`config.mk`:
```
export PLATFORM = sky130hd
export DESIGN_NAME = axi_lite_master_bridge
export DESIGN_NICKNAME = d
export VERILOG_FILES = /design/src/rtl/axi_lite_master_bridge.sv
export SDC_FILE = /design/constraint.sdc
export NUM_CORES = 1
export LEC_CHECK = 0
export ABC_CLOCK_PERIOD_IN_PS = 3950
export CAP_MARGIN = 20
export CORE_MARGIN = 2
export CORE_UTILIZATION = 31
export CTS_BUF_LIST = sky130_fd_sc_hd__clkbuf_8
export DETAILED_ROUTE_END_ITERATION = 6
export PLACE_DENSITY = 0.63
export REMOVE_ABC_BUFFERS = 1
export SETUP_SLACK_MARGIN = 0.02
export SYNTH_ARGS = -nofsm -noshare
export SYNTH_HDL_FRONTEND = slang
export SYNTH_SLANG_ARGS = --single-unit
```
`constraint.sdc`:
```
create_clock -name clk -period 3.95 [get_ports clk]
set_input_delay 0.79 -clock clk [delete_from_list [all_inputs] [get_ports clk]]
set_output_delay 0.79 -clock clk [all_outputs]
set_load 0.01 [all_outputs]
```
`src/rtl/axi_lite_master_bridge.sv`:
```
// -----------------------------------------------------------------------------
// axi_lite_master_bridge
//
// Turns single-word load/store requests from the soft-core data port into
// AXI-lite master transactions toward the peripheral slaves. Only one
// transaction is outstanding at a time. A watchdog aborts any wait state that
// lasts TIMEOUT cycles and answers the core with an error.
//
// Ports
//   clk, rst                 single clock, synchronous active-high reset
//   req_valid/req_ready      core request handshake
//   req_we/req_addr/req_wdata store flag, byte address, store data
//   resp_valid               one-cycle response strobe
//   resp_rdata/resp_err      load data (0 for stores/errors), error flag
//   axi_ar*/axi_r*           AXI-lite read address / read data channels
//   axi_aw*/axi_w*           AXI-lite write address / write data channels
//   b_valid/b_ready/b_response  AXI-lite write response channel
//
// Every output is a register, computed from the next state, so the AXI side
// sees clean glitch-free valid/ready levels and reset clears them at once.
// -----------------------------------------------------------------------------
module axi_lite_master_bridge #(
  parameter int ADDR_WIDTH = 32,
  parameter int DATA_WIDTH = 32,
  parameter int TIMEOUT    = 1023
) (
  input  logic                  clk,
  input  logic                  rst,
  input  logic                  req_valid,
  output logic                  req_ready,
  input  logic                  req_we,
  input  logic [ADDR_WIDTH-1:0] req_addr,
  input  logic [DATA_WIDTH-1:0] req_wdata,
  output logic                  resp_valid,
  output logic [DATA_WIDTH-1:0] resp_rdata,
  output logic                  resp_err,
  output logic [ADDR_WIDTH-1:0] axi_araddr,
  output logic                  axi_arvalid,
  input  logic                  axi_arready,
  input  logic [DATA_WIDTH-1:0] axi_rdata,
  input  logic                  axi_rvalid,
  output logic                  axi_rready,
  output logic [ADDR_WIDTH-1:0] axi_awaddr,
  output logic                  axi_awvalid,
  input  logic                  axi_awready,
  output logic [DATA_WIDTH-1:0] axi_wdata,
  output logic                  axi_wvalid,
  input  logic                  axi_wready,
  input  logic                  b_valid,
  output logic                  b_ready,
  input  logic [1:0]            b_response
);

  localparam int CNT_W = $clog2(TIMEOUT + 1);
  // The counter starts at 0 on state entry, so the last allowed wait cycle
  // is the one where it reads TIMEOUT-1.
  localparam logic [CNT_W-1:0] WDOG_LAST = CNT_W'(TIMEOUT - 1);

  typedef enum logic [2:0] {
    IDLE,
    RD_ADDR,
    RD_DATA,
    WR_ADDR_DATA,
    WR_RESP,
    RESP
  } state_e;

  state_e                state_q, state_d;
  logic [CNT_W-1:0]      wdog_q, wdog_d;
  logic                  req_ready_q, req_ready_d;
  logic                  resp_valid_q, resp_valid_d;
  logic                  resp_err_q, resp_err_d;
  logic [DATA_WIDTH-1:0] resp_rdata_q, resp_rdata_d;
  logic [ADDR_WIDTH-1:0] araddr_q, araddr_d;
  logic                  arvalid_q, arvalid_d;
  logic                  rready_q, rready_d;
  logic [ADDR_WIDTH-1:0] awaddr_q, awaddr_d;
  logic                  awvalid_q, awvalid_d;
  logic [DATA_WIDTH-1:0] wdata_q, wdata_d;
  logic                  wvalid_q, wvalid_d;
  logic                  bready_q, bready_d;

  logic                  expired;
  logic                  aw_done;
  logic                  w_done;
  logic                  wait_state;

  assign expired    = (wdog_q == WDOG_LAST);
  // A channel counts as finished if its valid already dropped or it
  // handshakes on this edge.
  assign aw_done    = !awvalid_q || axi_awready;
  assign w_done     = !wvalid_q  || axi_wready;
  assign wait_state = (state_q == RD_ADDR) || (state_q == RD_DATA) ||
                      (state_q == WR_ADDR_DATA) || (state_q == WR_RESP);

  always_comb begin
    state_d      = state_q;
    resp_err_d   = 1'b0;
    resp_rdata_d = resp_rdata_q;
    araddr_d     = araddr_q;
    arvalid_d    = arvalid_q;
    rready_d     = rready_q;
    awaddr_d     = awaddr_q;
    awvalid_d    = awvalid_q;
    wdata_d      = wdata_q;
    wvalid_d     = wvalid_q;
    bready_d     = bready_q;

    case (state_q)
      IDLE: begin
        if (req_valid && req_ready_q) begin
          resp_rdata_d = '0;
          if (req_addr[1:0] != 2'b00) begin
            state_d    = RESP;
            resp_err_d = 1'b1;
          end else if (!req_we) begin
            state_d   = RD_ADDR;
            araddr_d  = req_addr;
            arvalid_d = 1'b1;
          end else begin
            state_d   = WR_ADDR_DATA;
            awaddr_d  = req_addr;
            wdata_d   = req_wdata;
            awvalid_d = 1'b1;
            wvalid_d  = 1'b1;
          end
        end
      end

      RD_ADDR: begin
        if (axi_arready) begin
          state_d   = RD_DATA;
          arvalid_d = 1'b0;
          rready_d  = 1'b1;
        end else if (expired) begin
          state_d    = RESP;
          arvalid_d  = 1'b0;
          resp_err_d = 1'b1;
        end
      end

      RD_DATA: begin
        if (axi_rvalid) begin
          state_d      = RESP;
          rready_d     = 1'b0;
          resp_rdata_d = axi_rdata;
        end else if (expired) begin
          state_d    = RESP;
          rready_d   = 1'b0;
          resp_err_d = 1'b1;
        end
      end

      WR_ADDR_DATA: begin
        // Each valid falls after its own handshake and never comes back.
        if (awvalid_q && axi_awready) awvalid_d = 1'b0;
        if (wvalid_q && axi_wready)   wvalid_d  = 1'b0;
        if (aw_done && w_done) begin
          state_d  = WR_RESP;
          bready_d = 1'b1;
        end else if (expired) begin
          state_d    = RESP;
          awvalid_d  = 1'b0;
          wvalid_d   = 1'b0;
          resp_err_d = 1'b1;
        end
      end

      WR_RESP: begin
        if (b_valid) begin
          state_d    = RESP;
          bready_d   = 1'b0;
          resp_err_d = (b_response != 2'b00);
        end else if (expired) begin
          state_d    = RESP;
          bready_d   = 1'b0;
          resp_err_d = 1'b1;
        end
      end

      RESP: begin
        state_d = IDLE;
      end

      default: begin
        state_d = IDLE;
      end
    endcase

    resp_valid_d = (state_d == RESP);
    req_ready_d  = (state_d == IDLE);

    if (state_d != state_q) begin
      wdog_d = '0;
    end else if (wait_state) begin
      wdog_d = wdog_q + CNT_W'(1);
    end else begin
      wdog_d = '0;
    end
  end

  always_ff @(posedge clk) begin
    if (rst) begin
      state_q      <= IDLE;
      wdog_q       <= '0;
      req_ready_q  <= 1'b0;
      resp_valid_q <= 1'b0;
      resp_err_q   <= 1'b0;
      resp_rdata_q <= '0;
      araddr_q     <= '0;
      arvalid_q    <= 1'b0;
      rready_q     <= 1'b0;
      awaddr_q     <= '0;
      awvalid_q    <= 1'b0;
      wdata_q      <= '0;
      wvalid_q     <= 1'b0;
      bready_q     <= 1'b0;
    end else begin
      state_q      <= state_d;
      wdog_q       <= wdog_d;
      req_ready_q  <= req_ready_d;
      resp_valid_q <= resp_valid_d;
      resp_err_q   <= resp_err_d;
      resp_rdata_q <= resp_rdata_d;
      araddr_q     <= araddr_d;
      arvalid_q    <= arvalid_d;
      rready_q     <= rready_d;
      awaddr_q     <= awaddr_d;
      awvalid_q    <= awvalid_d;
      wdata_q      <= wdata_d;
      wvalid_q     <= wvalid_d;
      bready_q     <= bready_d;
    end
  end

  assign req_ready   = req_ready_q;
  assign resp_valid  = resp_valid_q;
  assign resp_err    = resp_err_q;
  assign resp_rdata  = resp_rdata_q;
  assign axi_araddr  = araddr_q;
  assign axi_arvalid = arvalid_q;
  assign axi_rready  = rready_q;
  assign axi_awaddr  = awaddr_q;
  assign axi_awvalid = awvalid_q;
  assign axi_wdata   = wdata_q;
  assign axi_wvalid  = wvalid_q;
  assign b_ready     = bready_q;

endmodule

```
### Word-level counts from Yosys, hierarchy flattened

Index checks and enable logic that the tools add are counted.

* flip-flop bits (word level): 149
* input port bits: 107
* output and inout port bits: 136
* logic and storage cells: 106

* add/subtract/negate cells: 1
* bitwise operators: 3
* reduce and logical (&&, ||, !) cells: 28
* muxes and demuxes: 43
* eq/ne operators: 17

Operators by type and width (number)
* 32-bit 2-to-1 mux: 2
* 32-bit one-hot mux with 2 select lines: 1
* 1-bit 2-to-1 mux: 25
* 3-bit 2-to-1 mux: 7
* 3-bit one-hot mux with 5 select lines: 1
* 2-bit nonzero test: 7
* 2-bit inequality test, second input constant: 6
* 4-bit AND reduction: 3
* 10-bit by 1-bit adder with 10-bit output, second input constant: 1
* 10-bit equality test, second input constant: 1
* 1-bit one-hot mux with 2 select lines: 5
* 3-bit inequality test, second input constant: 3
* 3-bit AND reduction: 3
* 3-bit by 2-bit equality test with 1-bit output, second input constant: 2
* 3-bit equality test, second input constant: 2
* 3-bit zero test: 2
* 1-bit logical OR: 5
* 1-bit one-hot mux with 5 select lines: 1
* 5-bit AND reduction: 1
* 1-bit logical AND: 4
* 3-bit by 1-bit equality test with 1-bit output, second input constant: 1
* 3-bit inequality test: 1
* 1-bit inverter: 3
* 3-bit OR reduction: 1
* other kinds (3): 4

### Depth between registers and ports, before layout

* word-level depth: 7
* mapped depth: 8
* gate-level depth less buffers: 7

### Least setup slack after synthesis

OpenSTA, ideal clock, no wires.

* kind: input -> register
* start point: input req_addr[0]
* end point: register req_ready_q (netlist: req_ready)
* path buffers: 0
* data required time: 3.890 ns
* data arrival time: 1.831 ns
* path slack: 2.059 ns
* stages on the path: 5
* library setup time: 0.060 ns
* cells stage by stage: nor2_1 -> inv_1 -> a221o_1 -> nor3b_2 -> and3_1

* word-level cells in the longest chain between the ends: 5

Ends and longest elaborated chain
* from (decl): line 32 `input logic [ADDR_WIDTH-1:0] req_addr,`
* 2-bit nonzero test: line 113 `if (req_addr[1:0] != 2'b00) begin`
* 3-bit 2-to-1 mux: line 113
* 3-bit 2-to-1 mux: line 111 `if (req_valid && req_ready_q) begin`
* 3-bit one-hot mux with 5 select lines: line 109 `case (state_q)`
* 3-bit zero test: line 191 `req_ready_d = (state_d == IDLE);`
* to (signal assigned): line 221 `req_ready_q <= req_ready_d;`
* to (decl): line 70 `logic req_ready_q, req_ready_d;`

Every way passes these cells.
A chain may end at the register's enable or synchronous reset.

### Worst setup path after layout

* start point: input req_valid
* end point: register wdata_q[14] (netlist: axi_wdata[14])

* word-level cells in the longest chain between the ends: 2

Ends and longest elaborated chain
* from (decl): line 29 `input logic req_valid,`
* 1-bit logical AND: line 111
* 4-bit AND reduction (no source line)
* to (signal assigned): line 230 `wdata_q <= wdata_d;`
* to (decl): line 79 `logic [DATA_WIDTH-1:0] wdata_q, wdata_d;`

Every way passes these cells.

==> run_summary.xml <==
<?xml version="1.0" encoding="UTF-8"?>
<metrics>
  <group name="status">
    <metric name="outcome" unit="">finished clean</metric>
  </group>
  <group name="layout">
    <metric name="layout.cells.most_common_list" unit="">241 x clkdlybuf4s50_1, 225 x nand2_1, 149 x dfxtp_1</metric>
    <metric name="finish.net_count" unit="">1015</metric>
    <metric name="area.growth.synth_to_final" unit="%">51.7</metric>
    <metric name="mostFrequentLayoutCell" unit="">clkdlybuf4s50_1</metric>
    <metric name="layout-drive-gt1-share" unit="%">6.00</metric>
    <metric name="post-route-cell-area" unit="sq um">8570</metric>
    <metric name="num-fill-cells" unit="">1757</metric>
    <metric name="antennaDiodeCount" unit="">0</metric>
  </group>
  <group name="yosys">
    <metric name="synth_simple_gate_area_share" unit="%">26.0</metric>
    <metric name="synth_xor_area_share" unit="%">1.24</metric>
    <metric name="share_of_the_yosys_chip_area_belonging_to_registers" unit="%">52.8</metric>
    <metric name="distinct_cell_type_count_of_the_synthesized_netlist" unit="">48</metric>
    <metric name="post_synth_instance_area" unit="sq um">5650</metric>
    <metric name="average_footprint_of_a_synthesized_cell" unit="sq um">8.26</metric>
    <metric name="synth_largest_area_cell" unit="">dfxtp_1</metric>
    <metric name="yosys.area.top_type_share" unit="%">52.8</metric>
    <metric name="fraction_of_the_mapped_netlist_area_in_compound_gates" unit="%">14.3</metric>
    <metric name="synth_top_family_by_area" unit="">simple AND/OR/NAND/NOR gates</metric>
    <metric name="yosysWarningCount" unit="">0</metric>
    <metric name="post_synthesis_instance_total" unit="">684</metric>
    <metric name="post_synth_fa_ha_maj_area_fraction" unit="%">0.443</metric>
    <metric name="share_of_synthesized_registers_carrying_an_async_set_or_reset" unit="%">0</metric>
    <metric name="ys_ff_latch" unit="">149</metric>
    <metric name="synth_top_flop_cell" unit="">dfxtp_1</metric>
    <metric name="synth_top_cells_by_area" unit="">dfxtp_1 53%, nand2_1 15%, a21oi_1 11%</metric>
    <metric name="synth_enable_flop_cells" unit="">0</metric>
    <metric name="yosys-mux-area-fraction" unit="%">0</metric>
  </group>
  <group name="cts">
    <metric name="cts.path.max_buffers" unit="">2</metric>
    <metric name="worst_skew_pair.late_latency" unit="ps">450</metric>
    <metric name="cts.hold.buffers_added" unit="">0</metric>
    <metric name="clkTransAtPathRegs" unit="ps">90</metric>
    <metric name="ctsRootBufferMaster" unit="">clkbuf_8</metric>
    <metric name="cts_resized" unit="">0</metric>
    <metric name="clock_sinks" unit="">149</metric>
    <metric name="tritoncts.num_buffers" unit="">17</metric>
    <metric name="cts_tree" unit="">yes</metric>
    <metric name="ctsHtreeMaxLevel" unit="">4</metric>
    <metric name="post-cts-setup-buffer-count" unit="">0</metric>
  </group>
  <group name="power">
    <metric name="p_switching" unit="W">0.000779</metric>
    <metric name="p_int" unit="W">0.00235</metric>
    <metric name="clock_power_share" unit="%">40.1</metric>
    <metric name="comb_power_share" unit="%">10.5</metric>
    <metric name="static-leakage-power" unit="nW">2.84</metric>
    <metric name="power_density" unit="nW/um^2">365</metric>
    <metric name="seq_power_share" unit="%">49.4</metric>
    <metric name="switch_share" unit="%">24.9</metric>
    <metric name="power.ir.vdd_worst" unit="uV">177</metric>
  </group>
  <group name="floorplan">
    <metric name="total_core_area" unit="sq um">17900</metric>
    <metric name="die_y" unit="microns">139</metric>
    <metric name="design.die.area" unit="sq um">19300</metric>
    <metric name="core.rowCount" unit="">49</metric>
    <metric name="initial_utilization" unit="%">31.6</metric>
    <metric name="die_span_in_x" unit="microns">139</metric>
    <metric name="i_o_pin_cnt" unit="">243</metric>
  </group>
  <group name="global_routing">
    <metric name="met3_usage" unit="%">5.84</metric>
    <metric name="groute.layer.met1.usage" unit="%">22.6</metric>
    <metric name="grt_max_degree" unit="">88</metric>
    <metric name="antenna_violations_before_repair" unit="">0</metric>
    <metric name="grt_use_met2" unit="%">26.9</metric>
    <metric name="grt_pass1_wl" unit="microns">27100</metric>
    <metric name="global_route.usage.total" unit="%">17.3</metric>
    <metric name="first_global_vias" unit="">5083</metric>
    <metric name="grt_overflow" unit="">0</metric>
    <metric name="busiest_layer" unit="">met2</metric>
  </group>
  <group name="timing">
    <metric name="clock_skew" unit="ps">12.6</metric>
    <metric name="timing_hold_violations_final" unit="">0</metric>
    <metric name="final.period_utilization" unit="%">63.8</metric>
    <metric name="final-setup-viol-count" unit="">0</metric>
    <metric name="unrepaired_setup_endpoints_after_global_routing" unit="">no</metric>
    <metric name="timing_worst_slew_pin_value" unit="ps">848</metric>
    <metric name="max_slew_margin" unit="%">43.3</metric>
    <metric name="fmax" unit="GHz">0.397</metric>
    <metric name="timing.final.max_slew_violations" unit="">0</metric>
    <metric name="tns" unit="ps">0</metric>
    <metric name="timing.final.crit_period" unit="ps">2520</metric>
  </group>
  <group name="placed_design">
    <metric name="routabilityCongestion" unit="">0.758</metric>
    <metric name="placed_area" unit="sq um">8160</metric>
    <metric name="half_perimeter_wire_length_of_the_detailed_placement_result" unit="microns">11300</metric>
    <metric name="port-buffer-count" unit="">242</metric>
  </group>
  <group name="route">
    <metric name="final_antenna_net_count" unit="">0</metric>
    <metric name="viasPerCell" unit="">4.62</metric>
    <metric name="first_iter_violations" unit="">300</metric>
    <metric name="detail_route.wirelength" unit="microns">16900</metric>
    <metric name="first_pass_iters" unit="">6</metric>
    <metric name="routed-via-count" unit="">5294</metric>
    <metric name="post-route-drc-count" unit="">0</metric>
    <metric name="drt-wirelength-per-cell" unit="microns">14.7</metric>
  </group>
  <group name="setup_path">
    <metric name="critPathRequiredTime" unit="ps">4320</metric>
    <metric name="critPathMaxFanout" unit="">28</metric>
    <metric name="setup.worst_path.class" unit="">input port to flip-flop</metric>
    <metric name="endpoint_kind" unit="">flip-flop</metric>
    <metric name="worst_ep_arrival_time" unit="ps">2890</metric>
    <metric name="setup.worst_path.start_class" unit="">input port</metric>
  </group>
  <group name="worst_hold_path">
    <metric name="holdCritPathClass" unit="">flip-flop to flip-flop</metric>
  </group>
  <group name="run">
    <metric name="timing.max_cap.violations" unit="">0</metric>
  </group>
</metrics>
==> metrics by stage <==
stage	utilization, %	instances	power [W]	hold WS, ps	setup WS (ps)
final	47.9	1146	0.00313	451	1430
after global routing	47.9	1146	0.00327	468	1270
after CTS	47.9	1146	0.00318	455	1450
after detailed placement	45.6	1116	0.00191	443	962
after global placement	45.6	1116	0.00191	437	1000
after floorplan	-	636	0.00169	464	1040
==> registers in the layout (all words and copies together) (netlist names) <==
name,count
axi_araddr,32
axi_awaddr,32
axi_wdata,32
resp_rdata,32
wdog_q,10
state_q,3
axi_arvalid,1
axi_awvalid,1
axi_rready,1
axi_wvalid,1
b_ready,1
req_ready,1
resp_err,1
resp_valid,1
==> power by group through the flow <==
stage,sequential (W),combinational (W),clock (W)
3_5_place_dp,0.00158,0.000330,0
5_1_grt,0.00155,0.000356,0.00136
3_3_place_gp,0.00158,0.000331,0
4_1_cts,0.00155,0.000331,0.00130
6_report,0.00155,0.000328,0.00125
2_1_floorplan,0.00159,0.000107,0
==> worst paths after layout <==
check / start / slack (ps) / end / cells after the start
setup / recovery: req_valid / 1430 / axi_wdata[14]$_SDFFE_PP0P_ / 7
hold / removal: axi_araddr[6]$_SDFFE_PP0P_ / 450 / axi_araddr[6]$_SDFFE_PP0P_ / 2
setup reg to reg: state_q[1]$_SDFF_PP0_ / 1680 / axi_wdata[14]$_SDFFE_PP0P_ / 6
hold reg to reg: axi_araddr[6]$_SDFFE_PP0P_ / 450 / axi_araddr[6]$_SDFFE_PP0P_ / 2
==> layer usage <==
metal	up-vias	part of all wire [%]
li1	2703	-
met1	2385	46
met2	189	45
met3	17	8.2
met4	0	1.2
met5	-	0
==> cells by family after synthesis <==
family	count (synthesis)
XOR/XNOR	8
buffers and inverters	51
AND/OR/NAND/NOR	326
flip-flops	149
adder cells (fa/ha/maj)	2
AO/OA/AOI/OAI	148
==> synth_stat cells, types with 2 or more instances <==
cell type,number
o21ai_0,5
buf_6,9
buf_4,7
inv_1,3
nor3b_1,4
nor2_1,26
xor2_1,7
dfxtp_1,149
o31ai_1,2
nand2b_1,3
nand3_1,35
ha_1,2
nor2b_1,6
nor3_1,2
buf_2,8
and3_1,6
clkbuf_1,24
a21oi_1,129
and4_1,2
nand2_1,225
nand4_1,2
nor3b_2,2
==> critical path, stage by stage <==
cell             delay [ps]
clkdlybuf4s50_1         530
nand4bb_4               180
nor2_8                  190
and3_2                  640
buf_4                   330
nand2_1                  80
a21oi_1                 130
==> cell type report <==
class | instances | area (sq um) | area share, %
clock buffer | 19 | 262 | 3.05
sequential | 149 | 2980 | 34.8
clock inverter | 11 | 153 | 1.78
timing repair buffer | 251 | 2500 | 29.2
multi-input combinational | 484 | 2380 | 27.7
tap | 229 | 287 | 3.34
inverter | 3 | 11.3 | 0.131
Note: power is estimated with default switching activity, not from simulation.
